## src/rtl/e203_clk_gate_mgr.sv

```systemverilog
`default_nettype none
// ============================================================================
// Module   : e203_clk_gate_mgr (+ e203_clkgate cell)
// Purpose  : Per-channel clock gating with idle hysteresis, light-sleep
//            request and per-channel WFI masking.
// Revision : 1.0
// ============================================================================

module e203_clkgate (
    input  logic clk_in,
    input  logic test_mode,
    input  logic clock_en,
    output logic clk_out
);
    logic en_lat;

    // Enable is captured while the clock is low so clk_out never glitches.
    always_latch begin
        if (!clk_in) begin
            en_lat = clock_en | test_mode;
        end
    end

    assign clk_out = clk_in & en_lat;
endmodule

module e203_clk_gate_mgr #(
    parameter int                CH_NUM   = 4,
    parameter int                HOLD_CYC = 2,
    parameter int                LS_CYC   = 8,
    parameter int                CNT_W    = 4,
    parameter logic [CH_NUM-1:0] WFI_MASK = CH_NUM'(1)
) (
    input  logic              clk,
    input  logic              rst_n,
    input  logic              test_mode,
    input  logic              core_cgstop,
    input  logic              core_wfi,
    input  logic [CH_NUM-1:0] ch_active,
    output logic [CH_NUM-1:0] clk_ch,
    output logic [CH_NUM-1:0] ch_ls,
    output logic [CH_NUM-1:0] ch_gated,
    output logic              clk_aon
);
    typedef enum logic [1:0] {
        S_RUN   = 2'd0,
        S_HOLD  = 2'd1,
        S_GATE  = 2'd2,
        S_SLEEP = 2'd3
    } state_t;

    // Terminal counts; HOLD_LAST is unused when HOLD_CYC is zero.
    localparam logic [CNT_W-1:0] HOLD_LAST = CNT_W'((HOLD_CYC == 0) ? 0 : HOLD_CYC - 1);
    localparam logic [CNT_W-1:0] LS_LAST   = CNT_W'(LS_CYC - 1);

    assign clk_aon = clk;

    for (genvar i = 0; i < CH_NUM; i++) begin : g_ch
        state_t           state;
        state_t           state_nxt;
        logic [CNT_W-1:0] cnt;
        logic [CNT_W-1:0] cnt_nxt;
        logic             req;
        logic             clk_en;

        assign req = core_cgstop | (ch_active[i] & ~(core_wfi & WFI_MASK[i]));

        always_ff @(posedge clk or negedge rst_n) begin
            if (!rst_n) begin
                state <= S_RUN;
                cnt   <= '0;
            end else begin
                state <= state_nxt;
                cnt   <= cnt_nxt;
            end
        end

        always_comb begin
            state_nxt = state;
            cnt_nxt   = cnt;
            case (state)
                S_RUN: begin
                    if (!req) begin
                        state_nxt = (HOLD_CYC == 0) ? S_GATE : S_HOLD;
                        cnt_nxt   = '0;
                    end
                end
                S_HOLD: begin
                    if (req) begin
                        state_nxt = S_RUN;
                    end else if (cnt == HOLD_LAST) begin
                        state_nxt = S_GATE;
                        cnt_nxt   = '0;
                    end else begin
                        cnt_nxt = cnt + 1'b1;
                    end
                end
                S_GATE: begin
                    if (req) begin
                        state_nxt = S_RUN;
                    end else if (cnt == LS_LAST) begin
                        state_nxt = S_SLEEP;
                    end else begin
                        cnt_nxt = cnt + 1'b1;
                    end
                end
                S_SLEEP: begin
                    if (req) begin
                        state_nxt = S_RUN;
                    end
                end
                default: state_nxt = S_RUN;
            endcase
        end

        // req term gives zero-latency wake through the gate latch.
        assign clk_en      = req | (state == S_RUN) | (state == S_HOLD);
        assign ch_ls[i]    = ~test_mode & (state == S_SLEEP) & ~req;
        assign ch_gated[i] = (state == S_GATE) | (state == S_SLEEP);

        e203_clkgate u_clkgate (
            .clk_in    (clk),
            .test_mode (test_mode),
            .clock_en  (clk_en),
            .clk_out   (clk_ch[i])
        );
    end
endmodule

`default_nettype wire

```

## config.mk

```make
export PLATFORM = sky130hd
export DESIGN_NAME = e203_clk_gate_mgr
export DESIGN_NICKNAME = d
export VERILOG_FILES = /design/src/rtl/e203_clk_gate_mgr.sv
export SDC_FILE = /design/constraint.sdc
export NUM_CORES = 1
export LEC_CHECK = 0
export ABC_CLOCK_PERIOD_IN_PS = 2200
export BUFFER_PORTS_ARGS = -buffer_cell sky130_fd_sc_hd__buf_2
export CAP_MARGIN = 10
export CORE_MARGIN = 4
export CORE_UTILIZATION = 40
export CTS_BUF_LIST = sky130_fd_sc_hd__clkbuf_4 sky130_fd_sc_hd__clkbuf_8 sky130_fd_sc_hd__clkbuf_16
export DETAILED_ROUTE_END_ITERATION = 8
export GPL_ROUTABILITY_DRIVEN = 1
export PLACE_DENSITY = 0.64
export SLEW_MARGIN = 20
export SYNTH_ARGS = -nofsm -noshare
export SYNTH_HDL_FRONTEND = slang
export SYNTH_SLANG_ARGS = --single-unit
```

## constraint.sdc

```tcl
create_clock -name clk -period 2.2 [get_ports clk]
set_input_delay 0.22 -clock clk [delete_from_list [all_inputs] [get_ports clk]]
set_output_delay 0.22 -clock clk [all_outputs]
set_load 0.02 [all_outputs]
```

## Word level (Yosys, flattened, before mapping)

Index checks and enable logic that the tools add are counted.

| storage, ports and cells | value |
|---|---|
| input bits | 9 |
| bits in read-only memories | 0 |
| output and inout bits | 13 |
| word-level logic and storage cells | 175 |
| memory bits (writable) | 0 |
| memories | 0 |
| bits in latches | 4 |
| bits in registers | 24 |

| operators by class | value |
|---|---|
| equal/unequal tests | 48 |
| $add $sub $neg | 4 |
| multiply operators | 0 |
| bitwise gates (word level) | 39 |
| div/mod/pow operators | 0 |
| reductions and logical operators | 16 |
| shift-type cells | 0 |
| multiplexer cells | 56 |
| magnitude comparators | 0 |

Operator list:

| cell | count |
|---|---|
| 4-bit 2-to-1 mux | 20 |
| 2-bit 2-to-1 mux | 24 |
| 4-bit one-hot mux with 3 select lines | 4 |
| 2-bit != test (second input constant) | 20 |
| 2-bit one-hot mux with 4 select lines | 4 |
| 3-bit != test (second input constant) | 8 |
| 1-bit bitwise OR | 20 |
| 5-bit AND reduction | 4 |
| 4-bit by 1-bit adder with 4-bit output (second input constant) | 4 |
| 2-bit == test (second input constant) | 8 |
| 4-bit by 1-bit == test with 1-bit output (second input constant) | 4 |
| 4-bit by 3-bit == test with 1-bit output (second input constant) | 4 |
| 4-bit AND reduction | 4 |
| 1-bit bitwise AND | 13 |
| 3-bit nonzero test | 4 |
| 2-bit by 1-bit == test with 1-bit output (second input constant) | 4 |
| 2-bit logical NOT | 4 |
| 1-bit inverter | 6 |
| 1-bit 2-to-1 mux | 4 |

## Depth between registers and ports, before layout

Gate-level depths: netlist of the first run.

| logic depth | value |
|---|---|
| depth after elaboration | 7 |
| gate-level depth with buffers | 7 |

## Hierarchy

A second synthesis of the first run with hierarchy kept.

| unflattened totals | value |
|---|---|
| cell total of the unflattened synthesis | 221 |
| area, all modules | 2010.7 um2 |

By module, submodules not included:

| module | instances | area an instance (um2) | cells an instance |
|---|---|---|---|
| e203_clk_gate_mgr | 1 | 1900.6 | 209 |
| e203_clkgate | 4 | 27.5 | 3 |

==> results of run 1 <==
==> worst max-delay path by stage <==
stage,endpoint,slack (ns),cells after the start
3_3_place_gp,g_ch[1].u_clkgate.en_lat,0,3
2_1_floorplan,g_ch[1].u_clkgate.en_lat,0,3
3_5_place_dp,g_ch[1].u_clkgate.en_lat,0,3
6_report,clk_ch[0],-0.17,2
4_1_cts,clk_ch[0],-0.18,2
5_1_grt,clk_ch[0],-0.20,2
==> layout make-up <==
| cell class | count | area, um2 |
|---|---|---|
| sequential | 28 | 661.9 |
| fill | 466 | 2385 |
| multi-input combinational | 158 | 1264 |
| clock buffer | 14 | 178.9 |
| inverter | 21 | 78.83 |
| timing repair buffer | 27 | 165.2 |
| tap | 67 | 83.83 |
==> kinds of logic after synthesis <==
logic type	after synthesis
and+or+nand+nor	71
adders and majority gates	24
latches	4
DFF	24
AOI/OAI and AO/OA	53
muxes	10
buffers and inverters	28
==> state kept, by name, indices dropped and copies added, names as in the netlist <==
register / flops
g_ch.cnt: 16
g_ch.state: 8
g_ch.u_clkgate.en_lat: 4
==> metal layers <==
layer | GRT usage, % | vias up | share of wire, %
met1 | 16.40 | 769 | 47
met4 | 5.670 | 0 | 1.2
met3 | 5.756 | 6 | 3.4
li1 | - | 827 | -
met2 | 23.12 | 21 | 49
met5 | 0 | - | 0
==> metrics by stage <==
stage / utilization (%) / setup slack (ns) / power (mW) / instance area [um2] / setup TNS (ns)
after floorplan: - / 0 / 1.859 / 2041 / 0
after global placement: 46.86 / 0 / 2.114 / 2257 / 0
after detailed placement: 46.86 / 0 / 2.128 / 2257 / 0
after CTS: 50.47 / -0.1849 / 2.955 / 2431 / -0.6650
after global routing: 50.49 / -0.2010 / 3.152 / 2432 / -0.7592
final: 50.49 / -0.1681 / 2.898 / 2432 / -0.6142
==> cell usage in the layout, fill, tap and decap left out, drive strengths merged, types with 3 or more instances in the layout <==
master and instances:
a21oi 4, o21bai 3, nand4b 3, o21ai 16, and4b 4, inv 21
a2bb2oi 3, dfrtp 24, mux2i 6, buf 31, o22a 3, nand3 5
a21o 3, and2 7, ha 24, nor3b 3, clkbuf 9, dlxtn 4
nor3 3, o31ai 7, mux2 4, nand2b 5, or2 7, nand2 9
nor2 17
==> worst reg2reg max path, cell delays in order (launching register included) <==
cell and delay (ns):
dfrtp_1 0.41, inv_1 0.08, ha_1 0.21, or4_1 0.49
==> synthesized netlist by cell type, types with 4 or more instances <==
cell type / count / area share [%]
mux2i_1: 6 / 2.9
o21ai_0: 14 / 3.4
and2_1: 7 / 2.1
nand2b_1: 5 / 1.5
inv_1: 21 / 3.9
buf_4: 5 / 1.8
dfrtp_1: 24 / 29
and4b_1: 4 / 2.0
o31ai_1: 6 / 2.2
or2_2: 5 / 1.5
ha_1: 24 / 15
nand3_1: 5 / 1.2
dlxtn_1: 4 / 2.9
nor2_1: 17 / 3.1
nand2_1: 9 / 1.7
a21oi_1: 4 / 0.98
==> timing repair <==
item                       in CTS  in global routing
setup endpoints to repair       8                  8
hold buffers                    1                  0
buffers inserted                0                  0
pin swaps                       3                  0
gates resized for setup        12                  1
hold endpoints to repair       24                  0
==> power breakdown <==
group	internal, mW	switching [mW]
sequential	0.602	0.112
clock	0.623	0.423
combinational	0.517	0.621
==> results.toml, run 1 <==
[setup_path]
reg2reg_from = "g_ch[1].state[0]"
cp.required_ns = 1.98
arrival_ns = 2.15
crit_slowest_cell = "dlxtn_1"
path_buf_inv = 1
critPathLaunchType = "latch"
end_kind = "output pin"
r2r_slack_ns = 0
path_class = "latch to output pin"
crit_fanout = 1
worstSetupStartpoint = "g_ch[0].u_clkgate.en_lat"
critPathMaxStageDelay_ns = 0.41
cpLargestDelayFamily = "latches"
r2r-end = "g_ch[1].u_clkgate.en_lat"
r2r_cells = 3
path_cells = "and2_4, buf_6"

[place]
portBuffers = 21
placed_cells = 305
gp_routability_congestion = 0.7937
dp_hpwl_mm = 2.980

[worst_hold_path]
min_to = "g_ch[1].cnt[1]"
hp-start = "ch_active[1]"
whs_path_depth = 4
hold_path_class = "input port to flop"

[global_routing]
grt_pass1_wl_mm = 6.996
overflow = 0
grt_max_degree = 25
grt_pass1_vias = 1678
antenna_found_initial = 0
grt_usage_pct = 14.15

[timing]
setup_viol = 8
slew-limit-headroom_pct = 61.55
slew_viol_final = 0
clock_skew_ns = 0.002691
worstMarginPinSlew_ns = 0.5767
rsz0062_at_grt = "yes"
worst_slack_ns = -0.1681
whs_ns = 0.2201
hold_violations = 0

[route]
drt_iter0_drc = 69
via_per_inst = 5.152
ant_nets = 0
wirelength_mm = 4.083
post-route-drc-count = 0
wire_per_inst_um = 12.96
vias = 1623
first_pass_iters = 4

[synth]
async_flop_share_pct = 85.71
syn_area_um2 = 2041
synth_top_family_by_area = "compound AO/OA/AOI/OAI gates"
synth-xor-area-share_pct = 0
synth_area_per_cell_um2 = 9.536
synth_edf_count = 0
synth_compound_area_share_pct = 20.78
synth_ff_type = "dfrtp_1"
yosysWarnings = 0
synthSimpleGateAreaFrac_pct = 20.78
yosysUniqueCellTypes = 49
synth-seq-cells = 28
syn_nets = 247
syn_inst = 214
synth_fa_ha_area_share_pct = 14.71
synth_mux_area_share_pct = 5.150

[power]
power.density_nw_per_um2 = 1191
leakage_nw = 1.161
ir_drop_uv = 406.3

[layout]
stdcell_count = 315
areaGrowthSynthToFinish_pct = 19.19
drive_gt1_share_pct = 24.19
finalNetCount = 281
diodes = 0

[outcome]
violations = "setup timing"
status = "finished, violations left"

[floorplan]
core_um2 = 4817
rows = 25
io_pins = 22
die_w_um = 79.43
die_height_um = 79.43
die-area_um2 = 6308
start_util_pct = 42.36

[cts]
clk_latency_ns = 0.38
clk_pin_slew_worst_paths_ns = 0.10
cts_tree = "done"

[run]
maxCapViolations = 0
(Power assumes the default switching activity.)
==> run 2: changes to the inputs <==
Settings changed: ABC_AREA set to 1, SYNTH_HIERARCHICAL set to 1.
==> run 2 against run 1 <==
Against the previous run: the run still ends with setup timing left; core utilization is 1.3 points lower; die area is 4.1% higher; total power is 1.3% lower; synthesized cell count is 49% higher; sequential share of layout area is 1.1 points lower; critical path depth is 1 higher; via count is 24% higher; clock power is 12% lower; synthesized area is 4.6% higher; worst hold slack worse by 0.019 ns.
==> results.toml, run 2 <==
[worst_hold_path]
hold_path_class = "input port to latch"
hp-start = "test_mode"

[synth]
synth.area.top_cells = "dfrtp_1 28%, nand2_1 16%, ha_1 14%"
yosysWarnings = 6
syn_inst = 318
async_flop_share_pct = 85.71
synth.most_common_cell = "nand2_1"
syn_area_um2 = 2135
synth-seq-cells = 28
synth_top_area_share_pct = 28.14
syn_nets = 351
synth_commonest_cells = "92 x nand2_1, 52 x inv_1, 36 x nand3_1"
synth_top_area_cell = "dfrtp_1"
synth_area_per_cell_um2 = 6.712
synth_edf_count = 0
yosysUniqueCellTypes = 25
synth_ff_type = "dfrtp_1"

[setup_path]
end_kind = "output pin"
critPathMaxStageDelay_ns = 0.40
worstSetupStartpoint = "g_ch[1].u_clkgate/en_lat"
arrival_ns = 2.13
crit_slowest_cell = "dlxtn_1"
critPathLaunchType = "latch"
cp.required_ns = 1.98
crit_fanout = 1
path_class = "latch to output pin"
path_cells = "nand2_1, inv_1, buf_6"
reg2reg_from = "g_ch[3].state[0]"

[floorplan]
die-area_um2 = 6569
rows = 26
io_pins = 22
start_util_pct = 41.53
core_um2 = 5140
die_w_um = 81.05
die_height_um = 81.05

[timing]
hold_violations = 0
setup_viol = 8
slew-limit-headroom_pct = 61.23
rsz0062_at_grt = "yes"
worst_slack_ns = -0.1460
worstMarginPinSlew_ns = 0.5815
clock_skew_ns = 0.01135
slew_viol_final = 0

[power]
power.density_nw_per_um2 = 1130
p_sw_mw = 1.308
seq_power_share_pct = 25.1
leakage_nw = 1.419
power_mw = 2.859
netSwitchingFraction_pct = 45.77
ir_drop_uv = 492.5
p_clk_share_pct = 32.5
combPwrFrac_pct = 42.4
intPower_mw = 1.550

[outcome]
violations = "setup timing"
status = "finished, violations left"

[layout]
largest_register = "g_ch.cnt"
areaGrowthSynthToFinish_pct = 18.52
largest_register_ffs = 16
utilization_pct = 49.22
diodes = 0
fin_area_um2 = 2530
finalNetCount = 390
final_cell_mix = "92 x nand2_1, 50 x inv_1, 36 x nand3_1"
drive_gt1_share_pct = 15.41
layout_commonest_cell = "nand2_1"

[global_routing]
grt_pass1_wl_mm = 7.866
overflow = 0
grt_pass1_vias = 1933
antenna_found_initial = 0
grt_usage_pct = 15.56
grt_max_degree = 25

[route]
ant_nets = 0
wirelength_mm = 4.445
via_per_inst = 4.707
post-route-drc-count = 0
vias = 2010
drt_iter0_drc = 55
wire_per_inst_um = 10.41
first_pass_iters = 5

[place]
gp_routability_congestion = 0.8221
postPlaceCellArea_um2 = 2387
portBuffers = 21
dp_hpwl_mm = 3.379

[cts]
post_cts_buffers = 0
cts_tree = "done"
clk_pin_slew_worst_paths_ns = 0.10
clk_latency_ns = 0.38

[run]
maxCapViolations = 0
[run 2: cell count changes after synthesis, sizes merged, moves of 7 or more]
cell,before,now
and2,7,0
inv,21,55
nand2,9,95
nand3,5,36
nand4,0,7
nor2,17,42
o31ai,7,0
[run 2: final timing paths]
path / slack, ns / end / depth (start not counted)
max: -0.15 / clk_ch[1] / 3
min: 0.20 / g_ch[1].u_clkgate/en_lat / 3
max reg2reg: 0 / g_ch[3].u_clkgate/en_lat / 7
min reg2reg: 0.50 / g_ch[3].cnt[3] / 2
max in group asynchronous: 1.45 / g_ch[0].cnt[0] / 2
min in group asynchronous: 0.35 / g_ch[1].cnt[2] / 2
[run 2: what timing repair did]
action                     CTS  global route
setup endpoints to repair    8             8
cloned                       0             0
resized for setup            8             2
hold endpoints to repair    24             0
hold buffers                 1             0
[run 2: routing by layer]
| metal | share of wire [%] | up-vias | GRT usage, % |
|---|---|---|---|
| met4 | 2.1 | 0 | 8.784 |
| li1 | - | 1072 | - |
| met3 | 5.4 | 10 | 5.432 |
| met2 | 47 | 36 | 25.12 |
| met5 | 0 | - | 0 |
| met1 | 45 | 892 | 17.86 |
[run 2: cells by family (layout without fill, tap and decap cells)]
family                     Yosys count  after routing  synth area share (%)
latches                              4              4                 2.814
DFF                                 24             24                 28.14
adders and majority gates           24             24                 14.07
AOI/OAI and AO/OA                   21             21                 5.217
and+or+nand+nor                    189            189                 39.74
buffers and inverters               56             95                 10.02
[run 2: layout make-up]
| class | count | area [um2] |
|---|---|---|
| clock buffer | 13 | 153.9 |
| clock inverter | 5 | 18.77 |
| fill | 550 | 2610 |
| inverter | 51 | 191.4 |
| multi-input combinational | 234 | 1260 |
| sequential | 28 | 660.6 |
| tap | 70 | 87.58 |
| timing repair buffer | 26 | 157.7 |
[run 2: per-stage QoR]
step,setup slack (ns),instances,TNS [ns],hold slack (ns)
4_1_cts,-0.1565,427,-0.5968,0.1934
2_1_floorplan,0.001066,318,0,-0.07559
5_1_grt,-0.1827,427,-0.7140,0.2056
6_report,-0.1460,427,-0.5297,0.2007
3_3_place_gp,0,417,0,0.2539
3_5_place_dp,0,417,0,0.2537
[run 2: power groups by stage]
stage	Clock (mW)	Sequential (mW)	Combinational, mW
after floorplan	0.215	0.708	0.902
after global routing	1.02	0.737	1.42
final	0.929	0.717	1.21
after global placement	0.267	0.722	1.21
after detailed placement	0.267	0.729	1.22
after CTS	0.961	0.718	1.23
[run 2: critical path, delay by kind of cell, from the launching register on]
| family | cells | cell delay, ns |
|---|---|---|
| latches | 1 | 0.40 |
| buffers and inverters | 2 | 0.17 |
| and+or+nand+nor | 1 | 0.05 |
